$ cat src/rtl/draw_pkg.sv
// Shared constants for the sprite draw path: arbiter state encodings,
// screen coordinate widths, colour codes and fixed requester slots.
package draw_pkg;

    localparam int SCREEN_XW = 8;
    localparam int SCREEN_YW = 7;
    localparam int CW        = 3;

    localparam logic [1:0] ST_IDLE    = 2'd0;
    localparam logic [1:0] ST_ISSUE   = 2'd1;
    localparam logic [1:0] ST_WAIT    = 2'd2;
    localparam logic [1:0] ST_RELEASE = 2'd3;

    localparam logic [CW-1:0] COL_ERASE = 3'b000;
    localparam logic [CW-1:0] COL_LASER = 3'b110;

    localparam int REQ_ROCKET = 0;
    localparam int REQ_LASER  = 1;

    // clog2 that never returns zero, so single-entry counters still get one bit
    function automatic int safeClog2(input int value);
        return (value > 1) ? $clog2(value) : 1;
    endfunction

endpackage

$ cat src/rtl/rr_pick.sv
// Combinational round-robin picker: first set request after i_ptr, wrapping
// modulo N (works for non-power-of-two N).
module rr_pick #(
    parameter int N  = 4,
    parameter int PW = (N > 1) ? $clog2(N) : 1
) (
    input  logic [N-1:0]  i_req,
    input  logic [PW-1:0] i_ptr,
    output logic [N-1:0]  o_grant,
    output logic          o_anyReq
);

    logic          w_found;
    logic [PW-1:0] w_idx;

    // Scan ptr+1 .. ptr+N so the last winner has the lowest priority next time
    always_comb begin
        o_grant = '0;
        w_found = 1'b0;
        w_idx   = '0;
        for (int k = 1; k <= N; k++) begin
            w_idx = PW'((int'(i_ptr) + k) % N);
            if (!w_found && i_req[w_idx]) begin
                o_grant[w_idx] = 1'b1;
                w_found        = 1'b1;
            end
        end
    end

    assign o_anyReq = |i_req;

endmodule

$ cat src/rtl/draw_arbiter.sv
// Shares the single sprite draw engine among N requesters (rocket, laser,
// asteroids) with round-robin grants and a watchdog on the engine's done.
module draw_arbiter
    import draw_pkg::*;
#(
    parameter int N       = 4,
    parameter int XW      = draw_pkg::SCREEN_XW,
    parameter int YW      = draw_pkg::SCREEN_YW,
    parameter int CW      = draw_pkg::CW,
    parameter int TIMEOUT = 4096
) (
    input  logic            clock,
    input  logic            reset,
    input  logic [N-1:0]    i_req,
    input  logic [N*XW-1:0] i_req_x,
    input  logic [N*YW-1:0] i_req_y,
    input  logic [N*CW-1:0] i_req_color,
    output logic [N-1:0]    o_grant,
    output logic [N-1:0]    o_done,
    output logic            o_timeout_err,
    output logic            o_eng_start,
    output logic [XW-1:0]   o_eng_x,
    output logic [YW-1:0]   o_eng_y,
    output logic [CW-1:0]   o_eng_color,
    input  logic            i_eng_done,
    output logic            o_busy
);

    localparam int PW  = safeClog2(N);
    localparam int WDW = safeClog2(TIMEOUT);

    localparam logic [PW-1:0]  PTR_INIT = PW'(N - 1);
    localparam logic [WDW-1:0] WD_LAST  = WDW'(TIMEOUT - 1);

    logic [1:0]    r_state;
    logic [PW-1:0] r_ptr;
    logic [WDW-1:0] r_wd;
    logic [N-1:0]  r_grant;
    logic [N-1:0]  r_owner;
    logic [PW-1:0] r_ownerIdx;
    logic [N-1:0]  r_done;
    logic          r_timeoutErr;
    logic          r_engStart;
    logic [XW-1:0] r_engX;
    logic [YW-1:0] r_engY;
    logic [CW-1:0] r_engColor;

    logic [N-1:0]  w_pickGrant;
    logic          w_anyReq;
    logic [PW-1:0] w_pickIdx;
    logic [XW-1:0] w_pickX;
    logic [YW-1:0] w_pickY;
    logic [CW-1:0] w_pickColor;

    rr_pick #(
        .N  (N),
        .PW (PW)
    ) u_pick (
        .i_req    (i_req),
        .i_ptr    (r_ptr),
        .o_grant  (w_pickGrant),
        .o_anyReq (w_anyReq)
    );

    // Winner index selects the coordinate slices and becomes the next pointer
    always_comb begin
        w_pickIdx = '0;
        for (int i = 0; i < N; i++) begin
            if (w_pickGrant[i]) begin
                w_pickIdx = PW'(i);
            end
        end
    end

    assign w_pickX     = i_req_x[int'(w_pickIdx)*XW +: XW];
    assign w_pickY     = i_req_y[int'(w_pickIdx)*YW +: YW];
    assign w_pickColor = i_req_color[int'(w_pickIdx)*CW +: CW];

    // Engine done wins over a coincident watchdog expiry; either way the owner gets its done
    always_ff @(posedge clock) begin
        if (reset) begin
            r_state      <= ST_IDLE;
            r_ptr        <= PTR_INIT;
            r_wd         <= '0;
            r_grant      <= '0;
            r_owner      <= '0;
            r_ownerIdx   <= '0;
            r_done       <= '0;
            r_timeoutErr <= 1'b0;
            r_engStart   <= 1'b0;
            r_engX       <= '0;
            r_engY       <= '0;
            r_engColor   <= CW'(COL_ERASE);
        end else begin
            r_engStart   <= 1'b0;
            r_done       <= '0;
            r_timeoutErr <= 1'b0;
            case (r_state)
                ST_IDLE: begin
                    if (w_anyReq) begin
                        r_state    <= ST_ISSUE;
                        r_grant    <= w_pickGrant;
                        r_owner    <= w_pickGrant;
                        r_ownerIdx <= w_pickIdx;
                        r_engX     <= w_pickX;
                        r_engY     <= w_pickY;
                        r_engColor <= w_pickColor;
                        r_engStart <= 1'b1;
                    end
                end
                ST_ISSUE: begin
                    r_state <= ST_WAIT;
                    r_wd    <= '0;
                end
                ST_WAIT: begin
                    if (i_eng_done || (r_wd == WD_LAST)) begin
                        r_state      <= ST_RELEASE;
                        r_grant      <= '0;
                        r_done       <= r_owner;
                        r_timeoutErr <= !i_eng_done;
                    end else begin
                        r_wd <= r_wd + 1'b1;
                    end
                end
                ST_RELEASE: begin
                    r_ptr   <= r_ownerIdx;
                    r_state <= ST_IDLE;
                end
                default: begin
                    r_state <= ST_IDLE;
                end
            endcase
        end
    end

    assign o_grant       = r_grant;
    assign o_done        = r_done;
    assign o_timeout_err = r_timeoutErr;
    assign o_eng_start   = r_engStart;
    assign o_eng_x       = r_engX;
    assign o_eng_y       = r_engY;
    assign o_eng_color   = r_engColor;
    assign o_busy        = (r_state != ST_IDLE);

endmodule

$ cat config.mk
export PLATFORM = sky130hd
export DESIGN_NAME = draw_arbiter
export DESIGN_NICKNAME = d
export VERILOG_FILES = /design/src/rtl/draw_pkg.sv /design/src/rtl/rr_pick.sv /design/src/rtl/draw_arbiter.sv
export SDC_FILE = /design/constraint.sdc
export NUM_CORES = 1
export LEC_CHECK = 0
export BUFFER_PORTS_ARGS = -buffer_cell sky130_fd_sc_hd__buf_2
export CAP_MARGIN = 20
export CORE_UTILIZATION = 51
export DETAILED_ROUTE_END_ITERATION = 12
export PLACE_DENSITY = 0.88
export SYNTH_ARGS = -nofsm -noshare
export SYNTH_HDL_FRONTEND = slang
export SYNTH_SLANG_ARGS = --single-unit
$ cat constraint.sdc
create_clock -name clock -period 2.95 [get_ports clock]
set_input_delay 0.1475 -clock clock [delete_from_list [all_inputs] [get_ports clock]]
set_output_delay 0.1475 -clock clock [all_outputs]
set_load 0.1 [all_outputs]
# Yosys cells after proc, flatten, opt, wreduce, memory -nomap -nowiden
# Index checks and enable logic that the tools add are counted.
[classes]
n_eq_ne = 7
bitwise_logic = 6
magnitude_cmp = 8
mul = 2
add_sub_neg = 5
mux = 35
shifts = 3
n_reduce_logical = 23
[ops]
columns = ["operator", "count"]
rows = [
  ["32-bit by 6-bit variable part select with 8-bit output", 1],
  ["28-bit by 6-bit variable part select with 7-bit output", 1],
  ["4-bit 2-to-1 mux", 6],
  ["12-bit one-hot mux with 2 select lines", 1],
  ["1-bit 2-to-1 mux", 13],
  ["12-bit by 1-bit adder with 12-bit output (second input constant)", 1],
  ["12-bit equality test (second input constant)", 1],
  ["2-bit by 3-bit < comparator with 1-bit output (second input constant)", 4],
  ["12-bit 2-to-1 mux", 1],
  ["4-bit bitwise OR", 3],
  ["12-bit by 5-bit variable part select with 3-bit output", 1],
  ["1-bit binary-select mux with 2-bit select", 4],
  ["1-bit demux with 2-bit select", 4],
  ["2-bit by 1-bit greater-or-equal comparator with 1-bit output (second input constant)", 4],
  ["2-bit 2-to-1 mux", 4],
  ["2-bit one-hot mux with 4 select lines", 1],
  ["4-bit one-hot mux with 2 select lines", 1],
  ["1-bit logical AND", 7],
  ["2-bit AND reduction", 3],
  ["2-bit nonzero test", 3],
  ["2-bit by 3-bit multiplier with 5-bit output (second input constant)", 1],
  ["2-bit by 1-bit adder with 2-bit output (second input constant)", 2],
  ["2-bit adder (second input constant)", 2],
  ["2-bit equality test (second input constant)", 2],
  ["other kinds (12)", 18],
]
[word_totals]
register_bits = 50
input_bits = 79

# Depth between registers and ports, before layout
# Gate-level depths: netlist (run 1).
[depth]
word_depth = 18
depth_mapped = 11

# Modules after synthesis
# Synthesis (run 1) repeated with hierarchy kept, for this count alone.
[unflattened]
cells_unflattened = 344
hier_area_um2 = 2934.1
[by_module_without_submodules]
columns = ["module", "n_inst", "area_per_inst_um2", "cells_per_inst"]
rows = [
  ["draw_arbiter", 1, 2568.7, 305],
  ["rr_pick", 1, 365.4, 39],
]

# Worst setup path after synthesis (run 1)
# No wires, ideal clock.
[synth_timing]
path_type = "reg-to-reg"
from = "register r_ptr[0]"
to = "register r_engX[6] (netlist: o_eng_x[6])"
setup_slack_ns = 0.360
stages_incl_launch_ff = 11
required_time_ns = 2.832
t_arrival_ns = 2.472
path_buffers = 2
cell_sequence = "dfxtp_1 -> buf_6 -> inv_1 -> ha_1 -> mux4_2 -> nor2b_4 -> or4_4 -> o211ai_4 -> buf_12 -> a2bb2oi_2 -> o21ai_1"
[synth_between]
elab_chain_len = 17
word_cells_on_any_way = 52
cone_classes = "add/sub (4); order compare (8); shift (1); mux (26); bitwise (3); reduce/logical (10)"
[synth_rtl]
columns = ["item", "line", "text"]
rows = [
  ["from (decl)", "draw_arbiter.sv:36", "logic [PW-1:0] r_ptr;"],
  ["from (signal assigned)", "draw_arbiter.sv:126", "r_ptr <= r_ownerIdx;"],
  ["branches (longest 12 deep; another with 2-bit by 3-bit < comparator with 1-bit output)", "--", ""],
  ["4-bit 2-to-1 mux *", "rr_pick.sv:23", "if (!w_found && i_req[w_idx]) begin"],
  ["1-bit 2-to-1 mux", "draw_arbiter.sv:69", "if (w_pickGrant[i]) begin"],
  ["2-bit 2-to-1 mux", "draw_arbiter.sv:69", ""],
  ["2-bit 2-to-1 mux *", "draw_arbiter.sv:69", ""],
  ["32-bit by 6-bit variable part select with 8-bit output *", "draw_arbiter.sv:75", "assign w_pickX = i_req_x[int'(w_pickIdx)*XW +: XW];"],
  ["to (signal assigned)", "draw_arbiter.sv:105", "r_engX <= w_pickX;"],
  ["to (decl)", "draw_arbiter.sv:44", "logic [XW-1:0] r_engX;"],
]
# Mark *: on every way between the ends. The select of a mux whose other input is x is not followed.
# A chain may end at the register's enable or synchronous reset.

# Worst setup path after layout (run 1)
[layout_timing]
from = "register r_ptr[0]"
to = "register r_engY[0] (netlist: o_eng_y[0])"
[layout_between]
elab_chain_len = 18
word_cells_on_any_way = 53
cone_classes = "add/sub (4); mul (1); order compare (8); shift (1); mux (26); bitwise (3); reduce/logical (10)"
[layout_rtl]
columns = ["item", "line", "text"]
rows = [
  ["branches (longest 12 deep; another with 2-bit by 3-bit < comparator with 1-bit output)", "--", ""],
  ["4-bit 2-to-1 mux *", "rr_pick.sv:23", ""],
  ["1-bit 2-to-1 mux", "draw_arbiter.sv:69", ""],
  ["2-bit 2-to-1 mux", "draw_arbiter.sv:69", ""],
  ["2-bit 2-to-1 mux *", "draw_arbiter.sv:69", ""],
  ["2-bit by 3-bit multiplier with 5-bit output *", "draw_arbiter.sv:76", "assign w_pickY = i_req_y[int'(w_pickIdx)*YW +: YW];"],
  ["28-bit by 6-bit variable part select with 7-bit output *", "draw_arbiter.sv:76", ""],
  ["to (signal assigned)", "draw_arbiter.sv:106", "r_engY <= w_pickY;"],
  ["to (decl)", "draw_arbiter.sv:45", "logic [YW-1:0] r_engY;"],
]
# Marks and branches as above.

==> impl_results.md, run 1 <==
- Most frequent cells in the layout: buf_2, nor2_1, dfxtp_1, nand2_1
- Most used DFF post-synth: dfxtp_1
- Distinct cell type count after synthesis: 54
- Wirelength per Cell: between 15 and 20 um
- Simple-gate area share of the yosys netlist: 25.40%
- Final WS setup: 0.2352 ns
- Power per cell area: roughly 1100 nW/um^2
- Worst setup path startpoint: r_ptr[0]
- Hold-critical path depth: 3
- Fin Setup TNS: 0 ns
- Final setup fails: 0
- Hold WC Path Type: input port to flip-flop
- CP Capture Type: flip-flop
- CTS HTree Levels: 2
- WP data required: 3.20 ns
- Skew final: 0.005685 ns
- Die H: 82.69 um
- R2R depth: 8
- Number of global-route vias before repair: 3011
- RR Endpoint: o_eng_y[0]
- Relative slew slack: around 32%
- Syn-to-layout area delta: 20.99%
- Via Count: approximately 3400
- Worst Tran Pin Value: 1.017 ns
- RR Startpoint: r_ptr[0]
- Placement Cell Area: 3915 sq um
- Syn avg cell area: 8.428 sq um
- Drc violations: 0
- Maximum VDD drop: between 0.6 and 0.7 mV
- Pre-Repair DR Iteration Count: 5
- Die width: 82.69 um
- Clock slew at reported path FFs: 0.10 ns
- Root buf cell: clkbuf_8
- Cell area after layout: 4018 sq um
- Routed Antenna Nets: 0
- Initial Utilization: 52.60%
- Fillers: 541
- Sequential element share of the synthesized area: ~30%
- Max-slew violation count: 0
- Total global-route track usage: about a quarter
- Status: completed
- Hpwl dp: 6.314 mm
- Routability cong.: 0.8627
- Clock Latency Late Sink: 0.32 ns
- # IOs: 108
- Number of flops mapped to enable cells by yosys: 0
- DR iter-0 viols: approximately 230
- Largest family of logic cells by synthesized area: simple AND/OR/NAND/NOR gates
- Leakage Power: 1.823 nW
- Worst Hold Path EP: o_eng_x[0]
- Final hold viol count: 0
- Clock Path Buffers: 2
- Tot Pwr: 4.300 mW
- Worst Path Max Fanout: 22
- Setup crit start kind: flip-flop
- Core area: 6314 sq um
- Yosys Warn Count: 0
- Gate Count Post-Synth: 394
- Largest net degree at the start of global routing: 38
- Most common cell after layout, fill and taps aside: buf_2
- Diode count: 0
- Synth Area in Compound Gates: 24.68%
- Post-synthesis mux area share: 8.440%
- Post-CTS Setup Bufs: 0
- Hold_sp: i_req_x[0]
- Setup slack, reg-to-reg: 0.24 ns
- Post-Place Setup Slack: ~0.046 ns
- Initial antenna violation count: 0
- Vias per std cell: 5.974
- Nets: between 500 and 600
- Max Cap Viol: 0
- FP Rows: 29
- CP Data Arrival Time: between 2 and 3 ns
- Mapped Area: 3321 sq um
- Number of I/O port buffers: 107
- Synth Net Count: 487
- Overflow after GRT: 0
- Number of sinks on the clock net: 50
- WL final: 8.728 mm
- F_max: 0.3684 GHz
- Fraction of registers with async set/reset: 0%
- Die footprint: 6838 sq um
- Min cycle time layout: 2.715 ns
- Share of cells above drive strength 1: 29.98%
- Hold buffer count at cts: 0
- CTS tree: done
- First-pass GRT wire length: 13.29 mm
- CTS Buf Count: 5
- Synthesized flop and latch total: 50
- Critical path type: flip-flop to flip-flop
- RSZ-0062 raised after global routing: false
- Adder-Cell Fraction of Synth Area: 5.275%
- Final period util: 92.03%
- Post-Synth XOR/XNOR Area: around 1.3%
==> area by class of cell <==
class / count / area, sq um / share of cell area (%)
Clock buffer: 5 / 68.82 / 1.713
Multi-Input combinational cell: 311 / 2171 / 54.03
Timing Repair Buffer: 117 / 610.6 / 15.20
Inverter: 11 / 41.29 / 1.028
Tap cell: 77 / 96.34 / 2.398
Sequential cell: 50 / 1001 / 24.91
Clock inverter: 3 / 28.78 / 0.7163
==> how the worst max path moves through the flow <==
stage / to / slack, ns / cells after the start
after global routing: o_eng_x[7] / 0.04 / 8
after global placement: o_grant[3] / 0.15 / 7
final: o_eng_y[0] / 0.24 / 8
after CTS: o_grant[3] / 0.01 / 7
after floorplan: o_eng_x[6] / 0.36 / 10
after detailed placement: o_grant[3] / 0.05 / 7
==> layer usage <==
layer  track usage [%]  vias up  routed length, um
met2             43.44      162               4400
li1                  -     1641                  -
met5                 0        -                  0
met1             30.21     1610               3541
met3             5.055       16                653
met4             9.138        0                133
==> flip-flops by register name, indices dropped and copies added (netlist names) <==
name / count
o_grant: 4
o_eng_x: 8
o_eng_color: 3
o_done: 4
o_timeout_err: 1
o_eng_start: 1
r_ptr: 2
r_owner: 4
r_state: 2
o_eng_y: 7
r_wd: 12
r_ownerIdx: 2
==> through the flow <==
step	std cells	hold slack (ns)	util, %
finish	574	0.1085	63.63
global route	574	0.1159	63.63
CTS	574	0.1085	63.56
detailed placement	566	0.4333	62.01
global placement	566	0.4232	62.01
floorplan	394	0.3330	-
==> worst max-delay path, cell delays in order, from the launching register on <==
cell and delay, ns:
dfxtp_1 0.35, inv_1 0.11, ha_1 0.34, mux4_2 0.40
a21oi_1 0.26, nor2_2 0.08, a21oi_2 0.77, nand3_1 0.17
o21ai_1 0.17
==> power by group <==
part	leakage (nW)	internal [mW]	total (mW)	switching, mW
clock network	0.0506	0.178	0.440	0.262
logic	1.36	0.838	2.89	2.05
registers	0.411	0.868	0.973	0.105
==> cells by family after synthesis <==
family	count (synthesis)
AOI/OAI and AO/OA	97
xor gates and xnor gates	5
adders and majority gates	14
buffers and inverters	33
DFF	50
muxes	23
and+or+nand+nor	172
==> cell usage after synthesis (all sizes together) (3+ instances only) <==
cell type	count	share of area, %
o21ai	25	3.8
buf	10	2.1
nand3	25	3.8
a221o	18	5.4
nor2b	3	0.79
nand2	32	3.7
nand4	5	0.94
xor2	5	1.3
a21oi	12	1.9
o211ai	5	1.5
clkbuf	12	1.4
and3	3	0.57
nand3b	4	0.90
nor2	61	7.0
mux4	4	2.7
and2	25	4.7
nand2b	4	0.75
inv	11	1.2
ha	14	5.3
a2bb2oi	18	6.6
mux2i	19	5.7
dfxtp	50	30
==> what timing repair did <==
item                       CTS  global route
gates resized for setup      0             2
setup endpoints to repair    0            22
hold endpoints to repair     0             0
Power figures use the tool's default switching activity.
==> run 2, diff against run 1 <==
RECOVER_POWER = 50   (was unset)
==> run 2 against run 1 <==
Effect of this change:
- hold slack gained 0.00090 ns
- setup slack got worse by 0.018 ns
- final cell count stayed put
- clock-buffer cell count unchanged
- sequential cell count unchanged
- highest routed layer unchanged
- sequential power up 0.4%
- register-to-register slack worse by 0.02 ns
- non-clock buffer count is the same
- combinational power down 2%
- utilization decreased by 0.63 points
- critical path type unchanged
- clock skew shrank 0.0011 ns
- critical path depth unchanged
==> impl_results.md, run 2 (same netlist as run 1, synthesis figures left out) <==
- Initial antenna violation count: 0
- Hold-critical path depth: 3
- Post-CTS Setup Bufs: 0
- Clock slew at reported path FFs: 0.10 ns
- Relative slew slack: 19.54%
- Fin Setup TNS: 0 ns
- Pre-Repair DR Iteration Count: 5
- Worst-path cell chain: inv_1 -> ha_1 -> mux4_2 -> a21oi_1 -> nor2_2 -> a21oi_2 -> nand3_1 -> o21ai_1
- WP data required: 3.20 ns
- Core area: 6314 sq um
- CP Capture Type: flip-flop
- R2R depth: 8
- CTS Buf Count: 5
- Max-slew violation count: 0
- Hold_sp: i_req_x[0]
- Status: completed
- Final setup fails: 0
- Worst setup path startpoint: r_ptr[0]
- CTS HTree Levels: 2
- Leakage Power: around 1.7 nW
- Wirelength per Cell: about 15 um
- Min cycle time layout: 2.733 ns
- Final hold viol count: 0
- Final WS setup: ~0.22 ns
- Final period util: 92.64%
- Post-Place Setup Slack: 0.04569 ns
- Critical path's slowest cell: a21oi_2
- RR Startpoint: r_ptr[0]
- Die H: 82.69 um
- Number of sinks on the clock net: 50
- Top reg by flops: r_wd
- Max Cap Viol: 0
- Routability cong.: 0.8627
- Initial Utilization: 52.60%
- Most frequent cells in the layout: buf_2, nor2_1, dfxtp_1, nand2_1, clkbuf_1
- Peak per-stage delay on the critical path: 0.79 ns
- Worst Hold Path EP: o_eng_x[0]
- Overflow after GRT: 0
- Number of I/O port buffers: 107
- Largest net degree at the start of global routing: 38
- Diode count: 0
- Vias per std cell: ~5.9
- Die width: roughly 83 um
- Maximum VDD drop: 0.6658 mV
- F_max: 0.3659 GHz
- Clock Path Buffers: 2
- Setup slack, reg-to-reg: 0.22 ns
- Final hold slack: about 0.11 ns
- Hpwl dp: 6.314 mm
- Total global-route track usage: 25.00%
- DR iter-0 viols: 220
- Skew final: 0.004573 ns
- Syn-to-layout area delta: 19.78%
- Power per cell area: 1071 nW/um^2
- CP Data Arrival Time: 2.99 ns
- Worst Tran Pin Value: around 1.2 ns
- Root buf cell: clkbuf_8
- Max reg flops: 12
- # IOs: 108
- Setup crit start kind: flip-flop
- Final Core Density: 63.00%
- Clock Latency Late Sink: 0.31 ns
- Routed Antenna Nets: 0
- Worst Path Max Fanout: 22
- Share of cells above drive strength 1: a little under a quarter
- Fillers: 557
- RSZ-0062 raised after global routing: false
- Via Count: 3412
- Drc violations: 0
- First-pass GRT wire length: 13.29 mm
- RR Endpoint: o_eng_y[0]
- Hold WC Path Type: input port to flip-flop
- Die footprint: 6838 sq um
- CTS tree: done
- FP Rows: 29
- Critical path type: flip-flop to flip-flop
- Nets: 589
- Number of global-route vias before repair: around 3000
- Tot Pwr: 4.261 mW
- WL final: 8.774 mm
- Most common cell after layout, fill and taps aside: buf_2
[run 2: metal layers]
| metal | part of all wire (%) | GRT usage (%) |
|---|---|---|
| met2 | 51 | 43.44 |
| met1 | 40 | 30.21 |
| met3 | 7.5 | 5.055 |
| met4 | 1.2 | 9.138 |
| met5 | 0 | 0 |
[run 2: final cells by class]
cell class | instances | area (sq um) | area share [%]
flip-flops and latches | 50 | 1001 | 25.17
repair buffers | 117 | 570.5 | 14.34
clock inverters | 3 | 28.78 | 0.7235
inverters | 11 | 41.29 | 1.038
well taps | 77 | 96.34 | 2.422
clock buffers | 5 | 68.82 | 1.730
multi-input cells | 311 | 2171 | 54.58
[run 2: worst max path at each step]
stage | slack [ns] | end
5_1_grt | 0.04 | o_eng_x[7]
4_1_cts | 0.01 | o_grant[3]
6_report | 0.22 | o_eng_y[0]
3_3_place_gp | 0.15 | o_grant[3]
3_5_place_dp | 0.05 | o_grant[3]
2_1_floorplan | 0.36 | o_eng_x[6]
[run 2: critical path: cells and delay by family (launching register included)]
family	cells	cell delay, ns
flip-flops	1	0.35
multiplexers	1	0.40
AO/OA/AOI/OAI	3	1.21
adder cells (fa/ha/maj)	1	0.34
buffers and inverters	1	0.11
AND/OR/NAND/NOR	2	0.24
[run 2: where the power goes]
group / switching, mW / internal (mW) / total (mW)
combinational: 2.05 / 0.795 / 2.84
sequential: 0.109 / 0.868 / 0.977
clock: 0.261 / 0.178 / 0.439
[run 2: timing repair]
| action | in CTS | in global routing |
|---|---|---|
| endpoints found under the setup margin | 0 | 22 |
| resized for setup | 0 | 2 |
| hold buffers | 0 | 0 |
[run 2: metrics by stage]
stage          area [sq um]  std cells
2_1_floorplan          3321        394
3_3_place_gp           3915        566
3_5_place_dp           3915        566
4_1_cts                4013        574
5_1_grt                3978        574
6_report               3978        574
==> run 3, diff against run 2 <==
ABC_AREA = 1   (was unset)
CORE_UTILIZATION = 52   (was 51)
PLACE_DENSITY = 0.89   (was 0.88)
RECOVER_POWER = 100   (was 50)
==> run 3 against run 2 <==
Effect of this change:
- clock skew grew 0.0066 ns
- fmax up 5.9%
- sequential cell count is the same
- routed wire length decreased by 5.8%
- register-to-register slack gained 0.15 ns
- sequential power decreased by 1%
- clock power is 2% higher
- final cell count increased by 22%
- largest power group unchanged
- highest routed layer unchanged
==> impl_results.md, run 3 <==
- Status: completed
- DR iter-0 viols: 227
- Relative slew slack: between 20% and 30%
- Most common cell in the netlist: nand2_1
- Number of I/O port buffers: around 110
- Share of cells above drive strength 1: 19.55%
- CTS tree: done
- Number of sinks on the clock net: 50
- Initial antenna violation count: 0
- Largest cells by area after synthesis: dfxtp_1, nand2_1, inv_1
- Pre-Repair DR Iteration Count: 5
- Synth Net Count: roughly 620
- Syn avg cell area: 6.429 sq um
- Critical path type: flip-flop to flip-flop
- # IOs: 108
- Max-slew violation count: 0
- Setup slack, reg-to-reg: 0.37 ns
- Wirelength per Cell: 11.78 um
- Die width: slightly above 80 um
- Drc violations: 0
- RSZ-0062 raised after global routing: false
- Gate Count Post-Synth: 528
- Critical path depth: 15
- Largest delay contributor family on the critical path: simple AND/OR/NAND/NOR gates
- Largest net degree at the start of global routing: 44
- Skew final: 0.01119 ns
- Post-synth top area share: 29.49%
- Distinct cell type count after synthesis: 36
- Power per cell area: 1103 nW/um^2
- Multi-input gate area: 1953 sq um
- Most used DFF post-synth: dfxtp_1
- Synthesized flop and latch total: 50
- Clock slew at reported path FFs: about 0.1 ns
- R2R depth: 15
- Core area: 6314 sq um
- Sequential element share of the synthesized area: 29.49%
- Area leader, netlist: dfxtp_1
- Initial Utilization: 53.77%
- Routed Antenna Nets: 0
- CTS HTree Levels: 2
- Root buf cell: clkbuf_8
- Clock Path Buffers: 2
- Fin Setup TNS: 0 ns
- First-pass GRT wire length: 13.69 mm
- Critical path's slowest cell: dfxtp_2
- Die footprint: 6855 sq um
- Max Cap Viol: 0
- Cell area after layout: 4000 sq um
- Final period util: between 80 and 90%
- Crit-path most repeated cell: nand2_1
- RR Startpoint: r_ptr[1]
- Mapped Area: 3395 sq um
- FP Rows: 29
- Leakage Power: 2.060 nW
- Worst setup path startpoint: r_ptr[1]
- Most frequent cells in the layout: nand2_1, inv_1, buf_2, nor2_1, dfxtp_1
- Post-synth top cells: nand2_1, inv_1, nor2_1
- Switch Pwr: 2.638 mW
- Number of global-route vias before repair: 3354
- Worst Tran Pin Value: 1.177 ns
- Top reg by flops: r_wd
- Fillers: 577
- WL final: between 8 and 9 mm
- Final setup fails: 0
- Most common cell after layout, fill and taps aside: nand2_1
- CTS Buf Count: 5
- Flop pwr share: 21.8%
- Die H: 82.80 um
- Worst Path Max Fanout: 43
- Overflow after GRT: 0
- CP Data Arrival Time: 2.83 ns
- Worst-path cell chain: inv_1 -> ha_1 -> inv_1 -> nand3_1 -> nand2_1 -> nand2_1 -> nor2_4 -> nand2_1 -> inv_1 -> nor2_4 -> nand2_8 -> nand2_4 -> nand2_1 -> nand2_1 -> a21oi_1
- Final hold viol count: 0
- Via Count: approximately 3600
- Clock Latency Late Sink: 0.31 ns
- RR Endpoint: o_eng_x[5]
- Routability cong.: 0.8563
- Fraction of registers with async set/reset: 0%
- Total global-route track usage: 25.51%
- Comb power frac: 68.1%
- CP Capture Type: flip-flop
- Syn-to-layout area delta: 17.84%
- Maximum VDD drop: roughly 0.71 mV
- Placement Cell Area: 3926 sq um
- Yosys Warn Count: 0
- WP data required: roughly 3.2 ns
- Number of flops mapped to enable cells by yosys: 0
- Hold WC Path Type: input port to flip-flop
- Max reg flops: 12
- F_max: 0.3876 GHz
- Hpwl dp: 6.063 mm
- Vias per std cell: 5.161
- Peak per-stage delay on the critical path: 0.42 ns
- Buf/Inv on CP: 3
- Min cycle time layout: around 2.6 ns
- Setup crit start kind: flip-flop
- Internal power: ~1.8 mW
- Diode count: 0
- Sw frac: 59.81%
- Nets: between 700 and 800
- Crit path capture: o_eng_x[5]
- Sequential Area: 1003 sq um
- Clk pwr share: 10.1%
-- run 3: cell types whose count changed in the layout (fill, tap and decap cells not counted), sizes merged, moves of 7 or more --
cell | previous run | this run
mux2i | 19 | 0
a221o | 18 | 0
and2 | 25 | 0
a21oi | 12 | 52
buf | 87 | 80
nand2 | 32 | 144
a2bb2oi | 18 | 0
nand4 | 5 | 14
inv | 13 | 81
nand3 | 25 | 32
o21ai | 25 | 41
-- run 3: tightest hold or removal path, cell delays in order --
cell and delay (ns):
buf_2 0.09, inv_1 0.04, nand2_1 0.04, nand2_1 0.05
a21oi_1 0.05
-- run 3: power by group through the flow --
| stage | Sequential (mW) | Clock, mW | Combinational [mW] |
|---|---|---|---|
| global route | 0.987 | 0.476 | 3.30 |
| floorplan | 1.77 | 0 | 1.81 |
| detailed placement | 0.969 | 0 | 3.02 |
| finish | 0.963 | 0.446 | 3.00 |
| CTS | 0.957 | 0.451 | 3.03 |
| global placement | 0.962 | 0 | 2.96 |
-- run 3: kinds of logic after synthesis --
family                   share of synthesized area [%]
flip-flops                                       29.49
buffers and inverters                            13.27
XOR/XNOR                                         1.032
AND/OR/NAND/NOR                                  34.65
AO/OA/AOI/OAI                                    16.40
adder cells (fa/ha/maj)                          5.160
-- run 3: timing repair --
item	4_1_cts	5_1_grt
endpoints found under the hold margin	1	0
setup endpoints to repair	0	10
setup buffers	0	0
gates resized for setup	0	3
hold buffers	1	0
-- run 3: final cells by class --
class	instances	area share [%]
inverters	82	7.695
well taps	77	2.409
multi-input cells	373	48.83
clock buffers	6	2.064
clock inverters	2	0.4066
repair buffers	111	13.51
flip-flops and latches	50	25.09
-- run 3: worst min-delay path by stage --
stage	startpoint	endpoint	slack [ns]	cells after the start
final	i_req_x[15]	o_eng_x[7]	0.16	5
after global routing	i_req_y[13]	o_eng_y[6]	0.17	5
after CTS	i_req_x[8]	o_eng_x[0]	0.15	5
after detailed placement	i_eng_done	o_timeout_err	0.33	2
after global placement	i_eng_done	o_timeout_err	0.33	2
after floorplan	i_eng_done	o_timeout_err	0.22	1
-- run 3: stage by stage --
stage	hold WS [ns]	setup slack [ns]	instances	utilization [%]	power [mW]
floorplan	0.2199	0.6603	528	-	3.575
finish	0.1599	0.3697	701	63.36	4.411
global placement	0.3271	0.4304	692	62.19	3.920
detailed placement	0.3282	0.2743	692	62.19	3.987
global route	0.1719	0.07143	701	63.36	4.761
CTS	0.1541	0.2530	701	63.91	4.439
-- run 3: layer usage --
| layer | share of wire [%] | GRT usage, % | vias up |
|---|---|---|---|
| met5 | 0 | 0 | - |
| met1 | 44 | 29.47 | 1618 |
| met4 | 1.5 | 7.759 | 0 |
| li1 | - | - | 1858 |
| met2 | 49 | 46.48 | 128 |
| met3 | 5.9 | 5.683 | 14 |
